--- src/rtl/video_timing_gen.sv ---
// Dot/line timing, LCD mode sequencing, STAT/LYC registers and interrupts.
// Build option VIDEO_LINE153_QUIRK_EN: line V_TOTAL-1 reports ly=0 from dot 4.

module video_timing_gen #(
    parameter int H_TOTAL  = 456,
    parameter int V_TOTAL  = 154,
    parameter int V_ACTIVE = 144,
    parameter int OAM_LEN  = 80,
    parameter int XFER_MIN = 172,
    parameter int XFER_MAX = 289,
    parameter int LX_W     = 9,
    parameter int LY_W     = 8
) (
    input  logic            clk2,
    input  logic            nreset_video,
    input  logic            lcd_en,
    input  logic            xfer_done,
    input  logic            reg_wr,
    input  logic            reg_rd,
    input  logic            reg_sel,
    input  logic [7:0]      wdata,
    output logic [7:0]      rdata,
    output logic [LX_W-1:0] lx,
    output logic [LY_W-1:0] ly,
    output logic [1:0]      mode,
    output logic            lyc_match,
    output logic            int_vbl,
    output logic            int_stat
);

    typedef enum logic [1:0] {
        M_HBL  = 2'd0,
        M_VBL  = 2'd1,
        M_OAM  = 2'd2,
        M_XFER = 2'd3
    } mode_t;

    localparam logic [LX_W-1:0] LX_LAST = LX_W'(H_TOTAL - 1);
    localparam logic [LX_W-1:0] LX_OAM  = LX_W'(OAM_LEN);
    localparam logic [LX_W-1:0] LX_XLO  = LX_W'(OAM_LEN + XFER_MIN - 1);
    localparam logic [LX_W-1:0] LX_XHI  = LX_W'(OAM_LEN + XFER_MAX - 1);
    localparam logic [LY_W-1:0] LY_LAST = LY_W'(V_TOTAL - 1);
    localparam logic [LY_W-1:0] LY_VBL  = LY_W'(V_ACTIVE);

    mode_t           mode_q;
    mode_t           mode_n;
    logic [LX_W-1:0] lx_q;
    logic [LX_W-1:0] lx_n;
    logic [LY_W-1:0] ly_q;
    logic [LY_W-1:0] ly_n;
    logic [LY_W-1:0] ly_eff_n;
    logic [7:0]      lyc_q;
    logic [7:0]      lyc_n;
    logic [3:0]      en_q;
    logic [3:0]      en_n;
    logic            match_q;
    logic            match_n;
    logic            stat_q;
    logic            stat_n;
    logic            run_q;
    logic            vbl_q;
    logic            vbl_n;
    logic            istat_q;
    logic            xfer_end;

    always_comb begin
        lyc_n = lyc_q;
        en_n  = en_q;
        if (reg_wr && reg_sel)
            lyc_n = wdata;
        if (reg_wr && !reg_sel)
            en_n = wdata[6:3];

        xfer_end = (mode_q == M_XFER) &&
                   ((xfer_done && lx_q >= LX_XLO) ||
                    lx_q == LX_XHI);

        // First enabled edge parks at dot 0 rather than counting past it
        lx_n  = '0;
        ly_n  = '0;
        vbl_n = 1'b0;
        if (run_q) begin
            if (lx_q == LX_LAST) begin
                ly_n  = (ly_q == LY_LAST) ? '0 : ly_q + 1'b1;
                vbl_n = (ly_n == LY_VBL);
            end else begin
                lx_n = lx_q + 1'b1;
                ly_n = ly_q;
            end
        end

        if (ly_n >= LY_VBL)
            mode_n = M_VBL;
        else if (lx_n < LX_OAM)
            mode_n = M_OAM;
        else if (lx_n == LX_OAM)
            mode_n = M_XFER;
        else if (mode_q == M_XFER && !xfer_end)
            mode_n = M_XFER;
        else
            mode_n = M_HBL;
    end

`ifdef VIDEO_LINE153_QUIRK_EN
    localparam logic [LX_W-1:0] LX_QRK = LX_W'(4);

    assign ly_eff_n = (ly_n == LY_LAST && lx_n >= LX_QRK) ? '0 : ly_n;
    assign ly       = (ly_q == LY_LAST && lx_q >= LX_QRK) ? '0 : ly_q;
`else
    assign ly_eff_n = ly_n;
    assign ly       = ly_q;
`endif

    assign match_n = (32'(ly_eff_n) == 32'(lyc_n));

    assign stat_n = (en_n[3] & match_n) |
                    (en_n[2] & (mode_n == M_OAM)) |
                    (en_n[1] & (mode_n == M_VBL)) |
                    (en_n[0] & (mode_n == M_HBL));

    always_ff @(posedge clk2) begin
        if (!nreset_video) begin
            lx_q    <= '0;
            ly_q    <= '0;
            mode_q  <= M_HBL;
            lyc_q   <= '0;
            en_q    <= '0;
            match_q <= 1'b0;
            stat_q  <= 1'b0;
            run_q   <= 1'b0;
            vbl_q   <= 1'b0;
            istat_q <= 1'b0;
        end else begin
            lyc_q <= lyc_n;
            en_q  <= en_n;
            if (!lcd_en) begin
                lx_q    <= '0;
                ly_q    <= '0;
                mode_q  <= M_HBL;
                match_q <= 1'b0;
                stat_q  <= 1'b0;
                run_q   <= 1'b0;
                vbl_q   <= 1'b0;
                istat_q <= 1'b0;
            end else begin
                lx_q    <= lx_n;
                ly_q    <= ly_n;
                mode_q  <= mode_n;
                match_q <= match_n;
                stat_q  <= stat_n;
                run_q   <= 1'b1;
                vbl_q   <= vbl_n;
                istat_q <= stat_n & ~stat_q;
            end
        end
    end

    assign lx        = lx_q;
    assign mode      = mode_q;
    assign lyc_match = match_q;
    assign int_vbl   = vbl_q;
    assign int_stat  = istat_q;

    assign rdata = !reg_rd ? 8'h00 :
                   reg_sel ? lyc_q :
                   {1'b1, en_q, match_q, mode_q};

endmodule

--- config.mk ---
export PLATFORM = sky130hd
export DESIGN_NAME = video_timing_gen
export DESIGN_NICKNAME = d
export VERILOG_FILES = /design/src/rtl/video_timing_gen.sv
export SDC_FILE = /design/constraint.sdc
export NUM_CORES = 1
export LEC_CHECK = 0
export ABC_AREA = 1
export BUFFER_PORTS_ARGS = -buffer_cell sky130_fd_sc_hd__buf_2
export CAP_MARGIN = 10
export CORE_ASPECT_RATIO = 1.25
export CORE_UTILIZATION = 25
export DETAILED_ROUTE_END_ITERATION = 16
export PLACE_DENSITY = 0.49
export SYNTH_ARGS = -nofsm -noshare
export SYNTH_HDL_FRONTEND = slang
export SYNTH_SLANG_ARGS = --single-unit
export TNS_END_PERCENT = 50
--- constraint.sdc ---
create_clock -name clk2 -period 2.3 [get_ports clk2]
set_input_delay 0 -clock clk2 [delete_from_list [all_inputs] [get_ports clk2]]
set_output_delay 0 -clock clk2 [all_outputs]
set_load 0.005 [all_outputs]
==> flow_summary_export.csv, run 1 <==
group,metric,value,unit
synth,ys.flop_type,"dfxtp_1",
place,portBuffers,44,
critical_path,required,2.53,ns
timing,fmax,479,MHz
global_route,overflow,0,
global_route,met2_usage,22.7,%
global_route,grt_pass1_vias,2042,
power_and_ir_drop,comb_power_share,11.8,%
floorplanning,start_util,25.7,%
synth,synth_cell_types,35,
routing,vias_per_cell,4.34,
global_route,grtUsageMet3,2.30,%
critical_path,rrSetupSlack,0.21,ns
final_layout,fin_nets,421,
place,dp_hpwl,4600,um
final_layout,area_growth,22.7,%
routing,dr.first_iter.drc_count,80,
final_layout,num_antenna_cells,0,
routing,ant_nets,0,
timing,hold_viol,0,
synth,yosysTopAreaCellShare,32.2,%
power_and_ir_drop,power_leakage,1.41,nW
floorplanning,rows,38,
timing,rsz0062_at_grt,"false",
timing,tightest_slew,0.457,ns
synth,synth_common_cells,"88 x nand2_1, 50 x nor2_1, 46 x inv_1",
critical_path,worstReg2RegEnd,"int_stat",
global_route,grt_pass1_wl,9630,um
min_path,min_path_type,"input pin to flip-flop",
critical_path,cp_data_arrival_time,2.31,ns
synth,ys_seq_area_share,32.2,%
power_and_ir_drop,p_sw_share,25.0,%
critical_path,crit_start,"lx[0]",
clocking,cts.htree.levels,2,
power_and_ir_drop,internal_power,0.966,mW
critical_path,path_class,"flip-flop to flip-flop",
timing,setup_viol_count_final,0,
critical_path,worstReg2RegStart,"lx[0]",
critical_path,endpoint_kind,"flip-flop",
power_and_ir_drop,p_clk_share,38.0,%
synth,yosys-top-cells-area,"dfxtp_1 32%, nand2_1 15%, nor2_1 8.4%, inv_1 7.7%, nand3_1 5.8%",
routing,wl,5860,um
routing,wl_per_cell,11.2,um
critical_path,r2r_cells,17,
floorplanning,core,0.00870,mm^2
timing,finalCritPeriodShare,90.7,%
clocking,clk_latency,0.29,ns
job,max_cap_violations,0,
clocking,tritoncts,"built",
clocking,cts_buffer_depth,2,
timing,timing.final.max_slew_violations,0,
critical_path,crit_fanout,9,
global_route,grt_max_degree,23,
final_layout,drive_above_1_share,24.1,%
clocking,hold_buffers,0,
clocking,clk_pin_slew,0.07,ns
power_and_ir_drop,power_frac_seq,50.2,%
routing,first_pass_iters,5,
clocking,root_buffer,"clkbuf_8",
synth,yosys.area.top_type,"dfxtp_1",
synth,synth_nets,369,
synth,synth-edff-count,0,
global_route,antenna_found_initial,0,
synth,synth-seq-cells,36,
synth,netlist_instances,350,
synth,syn-cell-area,0.00224,mm^2
place,place_congestion,0.791,
routing,drc,0,
synth,syn_avg_cell_area,6.40,um^2
power_and_ir_drop,p_sw,0.322,mW
timing,period_needed,2.09,ns
floorplanning,die_area,0.00934,mm^2
floorplanning,io_pins,45,
clocking,clock-sinks,36,
synth,synth_warnings,0,
global_route,globalRoute.busiestLayer,"met2",
clocking,cts_buffers,5,
floorplanning,die_h,108,um
routing,vias,2267,
power_and_ir_drop,power_density,469,mW/mm^2
timing,finClkSkew,0.00557,ns
critical_path,crit_path_start_kind,"flip-flop",
status,outcome,"completed",
global_route,grtUsageMet1,16.6,%
final_layout,num-fill-cells,989,
power_and_ir_drop,peakVddDrop,0.000218,V
timing,timing.hold.ws,0.00302,ns
floorplanning,fp.dieW,86.7,um
critical_path,cp-endpoint,"int_stat",
timing,slew_headroom,69.2,%
timing,setup_tns,0,ns
global_route,grt_use_total,13.1,%
synth,yosysMostFrequentCell,"nand2_1",
synth,ys_async_sr_fraction,0,%
-- flip-flops by register name, summed over array words and instances (netlist names) --
register,flops
mode,2
lx,9
int_vbl,1
run_q,1
stat_q,1
lyc_q,8
ly,8
int_stat,1
lyc_match,1
en_q,4
-- worst min-delay path by stage --
stage	cells past startpoint	endpoint	slack [ns]	start
2_1_floorplan	2	rdata[0]	0.1	reg_rd
3_3_place_gp	3	en_q[1]	0.31	wdata[4]
3_5_place_dp	3	en_q[1]	0.30	wdata[4]
4_1_cts	3	en_q[1]	0.004	wdata[4]
5_1_grt	3	en_q[1]	0.02	wdata[4]
6_report	3	en_q[1]	0.003	wdata[4]
-- metrics by stage --
step / power, mW / util, % / cells / instance area, um^2 / setup WS [ns]
after detailed placement: 0.808 / 30.0 / 511 / 2610 / 0.144
after global routing: 1.37 / 31.6 / 522 / 2750 / 0.0242
after global placement: 0.807 / 30.0 / 511 / 2610 / 0.220
after floorplan: 0.756 / - / 350 / 2240 / 0.384
after CTS: 1.31 / 31.1 / 518 / 2700 / 0.107
final: 1.29 / 31.6 / 522 / 2750 / 0.213
-- worst max-delay path, stage by stage (launching register included) --
cell	delay (ns)
dfxtp_1	0.34
ha_1	0.21
nand2_2	0.08
nor2_1	0.14
nand2_2	0.14
nor2_8	0.19
nand2_1	0.13
nand2_1	0.08
nand2_1	0.04
nand2_1	0.06
nand2_1	0.06
nor2_2	0.17
nand3_1	0.10
nand2_1	0.06
inv_1	0.03
nand2_1	0.06
nand2_2	0.06
nor2_2	0.07
-- routing by layer --
layer | share of wire [%] | wire [um]
met1 | 46 | 2700
met3 | 2.6 | 152
met5 | 0 | 0
met4 | 0.97 | 57
met2 | 50 | 2950
-- power by group through the flow --
stage / logic (mW) / clock network [mW] / registers [mW]
global route: 0.173 / 0.543 / 0.649
global placement: 0.146 / 0 / 0.661
finish: 0.152 / 0.490 / 0.647
CTS: 0.147 / 0.515 / 0.646
floorplan: 0.0956 / 0 / 0.660
detailed placement: 0.146 / 0 / 0.661
-- layout make-up --
class / count / area (um^2) / share of cell area (%)
inverter: 51 / 191 / 6.97
sequential: 36 / 723 / 26.3
clock buffer: 7 / 96.3 / 3.51
timing repair buffer: 53 / 300 / 10.9
tap: 120 / 150 / 5.46
multi-input combinational: 255 / 1290 / 46.8
-- cell usage in the layout (no fill, tap or decap), drive strengths merged --
| master | instances |
|---|---|
| dfxtp | 36 |
| a21o | 1 |
| a211oi | 1 |
| inv | 51 |
| o21ai | 21 |
| a21boi | 1 |
| nand3 | 31 |
| mux2i | 3 |
| a31oi | 1 |
| nor2 | 58 |
| a21oi | 17 |
| nand2 | 103 |
| ha | 4 |
| buf | 53 |
| nand4 | 3 |
| nand3b | 1 |
| or2 | 1 |
| o211ai | 1 |
| xnor2 | 1 |
| xor2 | 2 |
| clkbuf | 7 |
| nor3 | 1 |
| nor4 | 4 |
-- cells by family after synthesis --
| kind of cell | count (synthesis) | share of synthesized area, % |
|---|---|---|
| adders and majority gates | 4 | 2.23 |
| muxes | 3 | 1.34 |
| AOI/OAI and AO/OA | 43 | 10.4 |
| buffers and inverters | 59 | 10.4 |
| DFF | 36 | 32.2 |
| xor gates and xnor gates | 3 | 1.17 |
| and+or+nand+nor | 202 | 42.2 |
-- what timing repair did --
action | 4_1_cts | 5_1_grt
setup endpoints to repair | 0 | 2
resized for setup | 0 | 2
hold endpoints to repair | 0 | 0
setup buffers | 0 | 4
(Power assumes the default switching activity.)
==> inputs of run 2 (changes only) <==
Clock period 2.3 ns to 2.1 ns, I/O delays scaled along.
==> flow_summary_export.csv, run 2 (synthesis results as in run 1) <==
group,metric,value,unit
status,outcome,"completed",
timing,timing.final.max_slew_violations,0,
clocking,cts_buffer_depth,2,
final_layout,stdcell_area,0.00289,mm^2
timing,finClkSkew,0.00173,ns
place,place_congestion,0.780,
final_layout,largest_reg_flops,9,
clocking,clk_latency,0.28,ns
timing,fmax,519,MHz
timing,rsz0062_at_grt,"true",
clocking,cts_buffers,5,
final_layout,utilization,33.2,%
routing,first_pass_iters,4,
critical_path,path_class,"flip-flop to flip-flop",
floorplanning,start_util,25.7,%
min_path,min_path_type,"input pin to flip-flop",
floorplanning,core,0.00870,mm^2
power_and_ir_drop,p_total,1.42,mW
power_and_ir_drop,power_leakage,1.49,nW
routing,wl,5930,um
final_layout,area_growth,29.2,%
timing,setup_tns,0,ns
place,dp_slack,0.104,ns
routing,dr.first_iter.drc_count,73,
routing,vias_per_cell,4.23,
final_layout,fin_nets,429,
floorplanning,die_area,0.00934,mm^2
global_route,overflow,0,
timing,period_needed,1.93,ns
critical_path,required,2.32,ns
timing,hold_viol,0,
critical_path,cp_data_arrival_time,2.15,ns
timing,timing.hold.ws,0.0239,ns
job,max_cap_violations,0,
clocking,clk_pin_slew,0.07,ns
final_layout,num_antenna_cells,0,
routing,vias,2243,
clocking,root_buffer,"clkbuf_8",
final_layout,finalNonFillerCells,530,
floorplanning,fp.dieW,86.7,um
global_route,grt_pass1_vias,2099,
global_route,grt_use_total,13.2,%
timing,slew_headroom,64.3,%
final_layout,drive_above_1_share,30.7,%
timing,setup_viol_count_final,0,
timing,finalCritPeriodShare,91.8,%
power_and_ir_drop,peakVddDrop,0.000206,V
floorplanning,io_pins,45,
place,dp_hpwl,4650,um
clocking,tritoncts,"built",
global_route,antenna_found_initial,0,
power_and_ir_drop,power_density,489,mW/mm^2
global_route,grt_max_degree,22,
floorplanning,rows,38,
global_route,grt_pass1_wl,9730,um
critical_path,crit_fanout,4,
routing,ant_nets,0,
floorplanning,die_h,108,um
place,placed_area,0.00268,mm^2
place,dpl.cell_count,521,
clocking,clock-sinks,36,
critical_path,endpoint_kind,"flip-flop",
critical_path,crit_path_start_kind,"flip-flop",
timing,tightest_slew,0.535,ns
final_layout,layout_commonest_cell,"nand2_1",
routing,drc,0,
clocking,cts.htree.levels,2,
place,portBuffers,44,
routing,wl_per_cell,11.2,um
final_layout,final_cell_mix,"83 x nand2_1, 46 x inv_1, 45 x nor2_1",
timing,setup_ws,0.173,ns
[run 2: area by class of cell]
cell class | instances | area [um^2]
clock buffers | 7 | 96.3
fillers | 976 | 5810
inverters | 51 | 191
multi-input cells | 256 | 1370
flip-flops and latches | 36 | 734
well taps | 120 | 150
repair buffers | 60 | 348
[run 2: power by group]
part           internal [mW]  total (mW)  leakage (nW)  switching (mW)
combinational         0.0683       0.178          1.14           0.109
clock                  0.292       0.532        0.0503           0.239
sequential             0.700       0.706         0.298         0.00657
total                   1.06        1.42          1.49           0.355
[run 2: timing repair]
item,in CTS,in global routing
hold buffers,0,0
setup endpoints to repair,0,3
resized for setup,0,34
buffers inserted,0,1
[run 2: critical path, stage by stage, from the launching register on]
cell,delay [ns]
dfxtp_2,0.36
ha_4,0.16
nand2_4,0.06
inv_2,0.08
nand2_2,0.06
nor2_4,0.13
nor2_4,0.07
nand2_1,0.13
nand2_1,0.09
nor2_2,0.12
nand2_2,0.06
nand2_2,0.09
inv_1,0.06
a21oi_2,0.12
nand3_1,0.08
nand2_1,0.08
nand2_2,0.06
nor2_2,0.07
[run 2: path summary, 6_finish.rpt]
| kind | endpoint | slack, ns | cells past startpoint | from |
|---|---|---|---|---|
| max reg2reg | int_stat | 0.17 | 17 | lx[1] |
| max | int_stat | 0.17 | 17 | lx[1] |
| min reg2reg | int_stat | 0.40 | 1 | stat_q |
| min | en_q[2] | 0.02 | 3 | wdata[5] |
[run 2: layer usage]
metal / GRT usage, % / vias to the layer above / wire length, um
li1: - / 1226 / -
met1: 15.9 / 990 / 2670
met2: 23.4 / 21 / 3040
met3: 2.15 / 6 / 129
met4: 4.76 / 0 / 90
met5: 0 / - / 0
==> inputs of run 3 (changes only) <==
Clock period 2.1 ns to 2.5 ns, I/O delays scaled along.
==> flow_summary_export.csv, run 3 (synthesis results as in run 1) <==
group,metric,value,unit
status,outcome,"completed",
min_path,min_path_type,"input pin to flip-flop",
timing,tightest_slew,0.507,ns
routing,vias,2258,
critical_path,crit_buf_inv,3,
timing,timing.final.max_slew_violations,0,
final_layout,num-fill-cells,979,
floorplanning,io_pins,45,
timing,slew_headroom,65.8,%
final_layout,num_antenna_cells,0,
critical_path,slowest_stage,"dfxtp_1",
global_route,antenna_found_initial,0,
global_route,grt_pass1_wl,9770,um
clocking,clock-sinks,36,
clocking,cts_buffers,5,
timing,hold_viol,0,
timing,finClkSkew,0.00789,ns
place,portBuffers,44,
timing,finalCritPeriodShare,87.3,%
global_route,grt_pass1_vias,2088,
power_and_ir_drop,peakVddDrop,0.000226,V
global_route,overflow,0,
final_layout,layout_commonest_cell,"nand2_1",
critical_path,crit_fanout,10,
global_route,grt_use_total,13.4,%
clocking,root_buffer,"clkbuf_8",
global_route,met2_usage,23.4,%
global_route,grtUsageMet3,2.22,%
clocking,tritoncts,"built",
final_layout,final_cell_mix,"88 x nand2_1, 50 x nor2_1, 46 x inv_1",
routing,wl,5800,um
clocking,clk_latency,0.29,ns
critical_path,path_class,"flip-flop to flip-flop",
floorplanning,die_h,108,um
job,max_cap_violations,0,
routing,vias_per_cell,4.33,
critical_path,crit_path_start_kind,"flip-flop",
critical_path,required,2.73,ns
routing,wl_per_cell,11.1,um
critical_path,endpoint_kind,"flip-flop",
timing,fmax,458,MHz
final_layout,largest_reg_flops,9,
final_layout,finalNonFillerCells,521,
timing,setup_tns,0,ns
floorplanning,core,0.00870,mm^2
global_route,grt_max_degree,23,
floorplanning,die_area,0.00934,mm^2
critical_path,slowest_delay,0.41,ns
clocking,cts_buffer_depth,2,
clocking,clk_pin_slew,0.08,ns
global_route,globalRoute.busiestLayer,"met2",
routing,dr.first_iter.drc_count,106,
final_layout,fin_nets,419,
timing,setup_viol_count_final,0,
floorplanning,rows,38,
place,dpl.cell_count,510,
timing,period_needed,2.18,ns
floorplanning,start_util,25.7,%
routing,first_pass_iters,4,
critical_path,cp_data_arrival_time,2.41,ns
timing,rsz0062_at_grt,"false",
power_and_ir_drop,power_leakage,1.39,nW
clocking,cts.htree.levels,2,
routing,ant_nets,0,
global_route,grtUsageMet1,15.7,%
final_layout,drive_above_1_share,23.2,%
critical_path,critPathTopFamily,"simple AND/OR/NAND/NOR gates",
place,dp_hpwl,4610,um
floorplanning,fp.dieW,86.7,um
place,place_congestion,0.824,
critical_path,cp_common_cell,"nand2_2",
power_and_ir_drop,power_density,430,mW/mm^2
final_layout,area_growth,22.5,%
critical_path,cp_cell_sequence,"ha_1, nand2_2, inv_2, nand2_2, nor2_4, nor2_4, buf_12, nand2_1, nand2_1, nor2_1, nand2_2, nand2_2, inv_1, a21oi_2, nand3_1, nand2_1, nand2_2, nor2_2",
routing,drc,0,
## run 3: changes by cell type in the layout (fill, tap and decap cells not counted), moves of 3 or more
cell / before / now
buf_4: 14 / 4
nand2_1: 83 / 88
nor2_2: 7 / 4
dfxtp_2: 8 / 1
dfxtp_1: 27 / 35
nand2_4: 4 / 1
nor2_4: 6 / 3
nor2_1: 45 / 50
## run 3: worst paths after layout
check	start	to	slack, ns	depth (start not counted)
setup / recovery	lx[1]	int_stat	0.32	18
hold / removal	wdata[5]	en_q[2]	0.006	3
setup reg to reg	lx[1]	int_stat	0.32	18
hold reg to reg	stat_q	int_stat	0.40	1
## run 3: final cells by class
cell class | instances | area, um^2 | area share (%)
multi-input cells | 255 | 1290 | 46.9
flip-flops and latches | 36 | 722 | 26.3
repair buffers | 51 | 300 | 10.9
inverters | 51 | 191 | 6.98
well taps | 120 | 150 | 5.47
clock buffers | 7 | 86.3 | 3.15
clock inverters | 1 | 7.51 | 0.274
## run 3: worst min-delay path, delay by kind of cell
kind / cells / cell delay [ns]
multiplexers: 1 / 0.08
AND/OR/NAND/NOR: 1 / 0.08
buffers and inverters: 1 / 0.09
## run 3: power by group
group	switching, mW	internal (mW)	total, mW	leakage (nW)
sequential	0.00684	0.589	0.595	0.293
combinational	0.0848	0.0556	0.140	1.06
clock	0.221	0.224	0.445	0.0445
total	0.313	0.868	1.18	1.39
## run 3: stage by stage
stage / power [mW] / worst slack [ns] / hold WS, ns / area, um^2 / utilization [%]
CTS: 1.19 / 0.262 / 0.000888 / 2700 / 31.1
floorplan: 0.695 / 0.584 / 0.0961 / 2240 / -
finish: 1.18 / 0.318 / 0.00583 / 2740 / 31.5
global placement: 0.743 / 0.343 / 0.314 / 2600 / 29.9
global route: 1.24 / 0.0165 / 0.0255 / 2740 / 31.5
detailed placement: 0.743 / 0.278 / 0.306 / 2600 / 29.9
## run 3: metal layers
layer	up-vias	wire, um
li1	1196	-
met1	1029	2610
met2	25	2940
met3	8	128
met4	0	126
met5	-	0
## run 3: what timing repair did
item / in CTS / in global routing
resized for setup: 0 / 1
buffers inserted: 0 / 2
endpoints found under the hold margin: 1 / 0
hold buffers: 1 / 0
endpoints found under the setup margin: 0 / 1
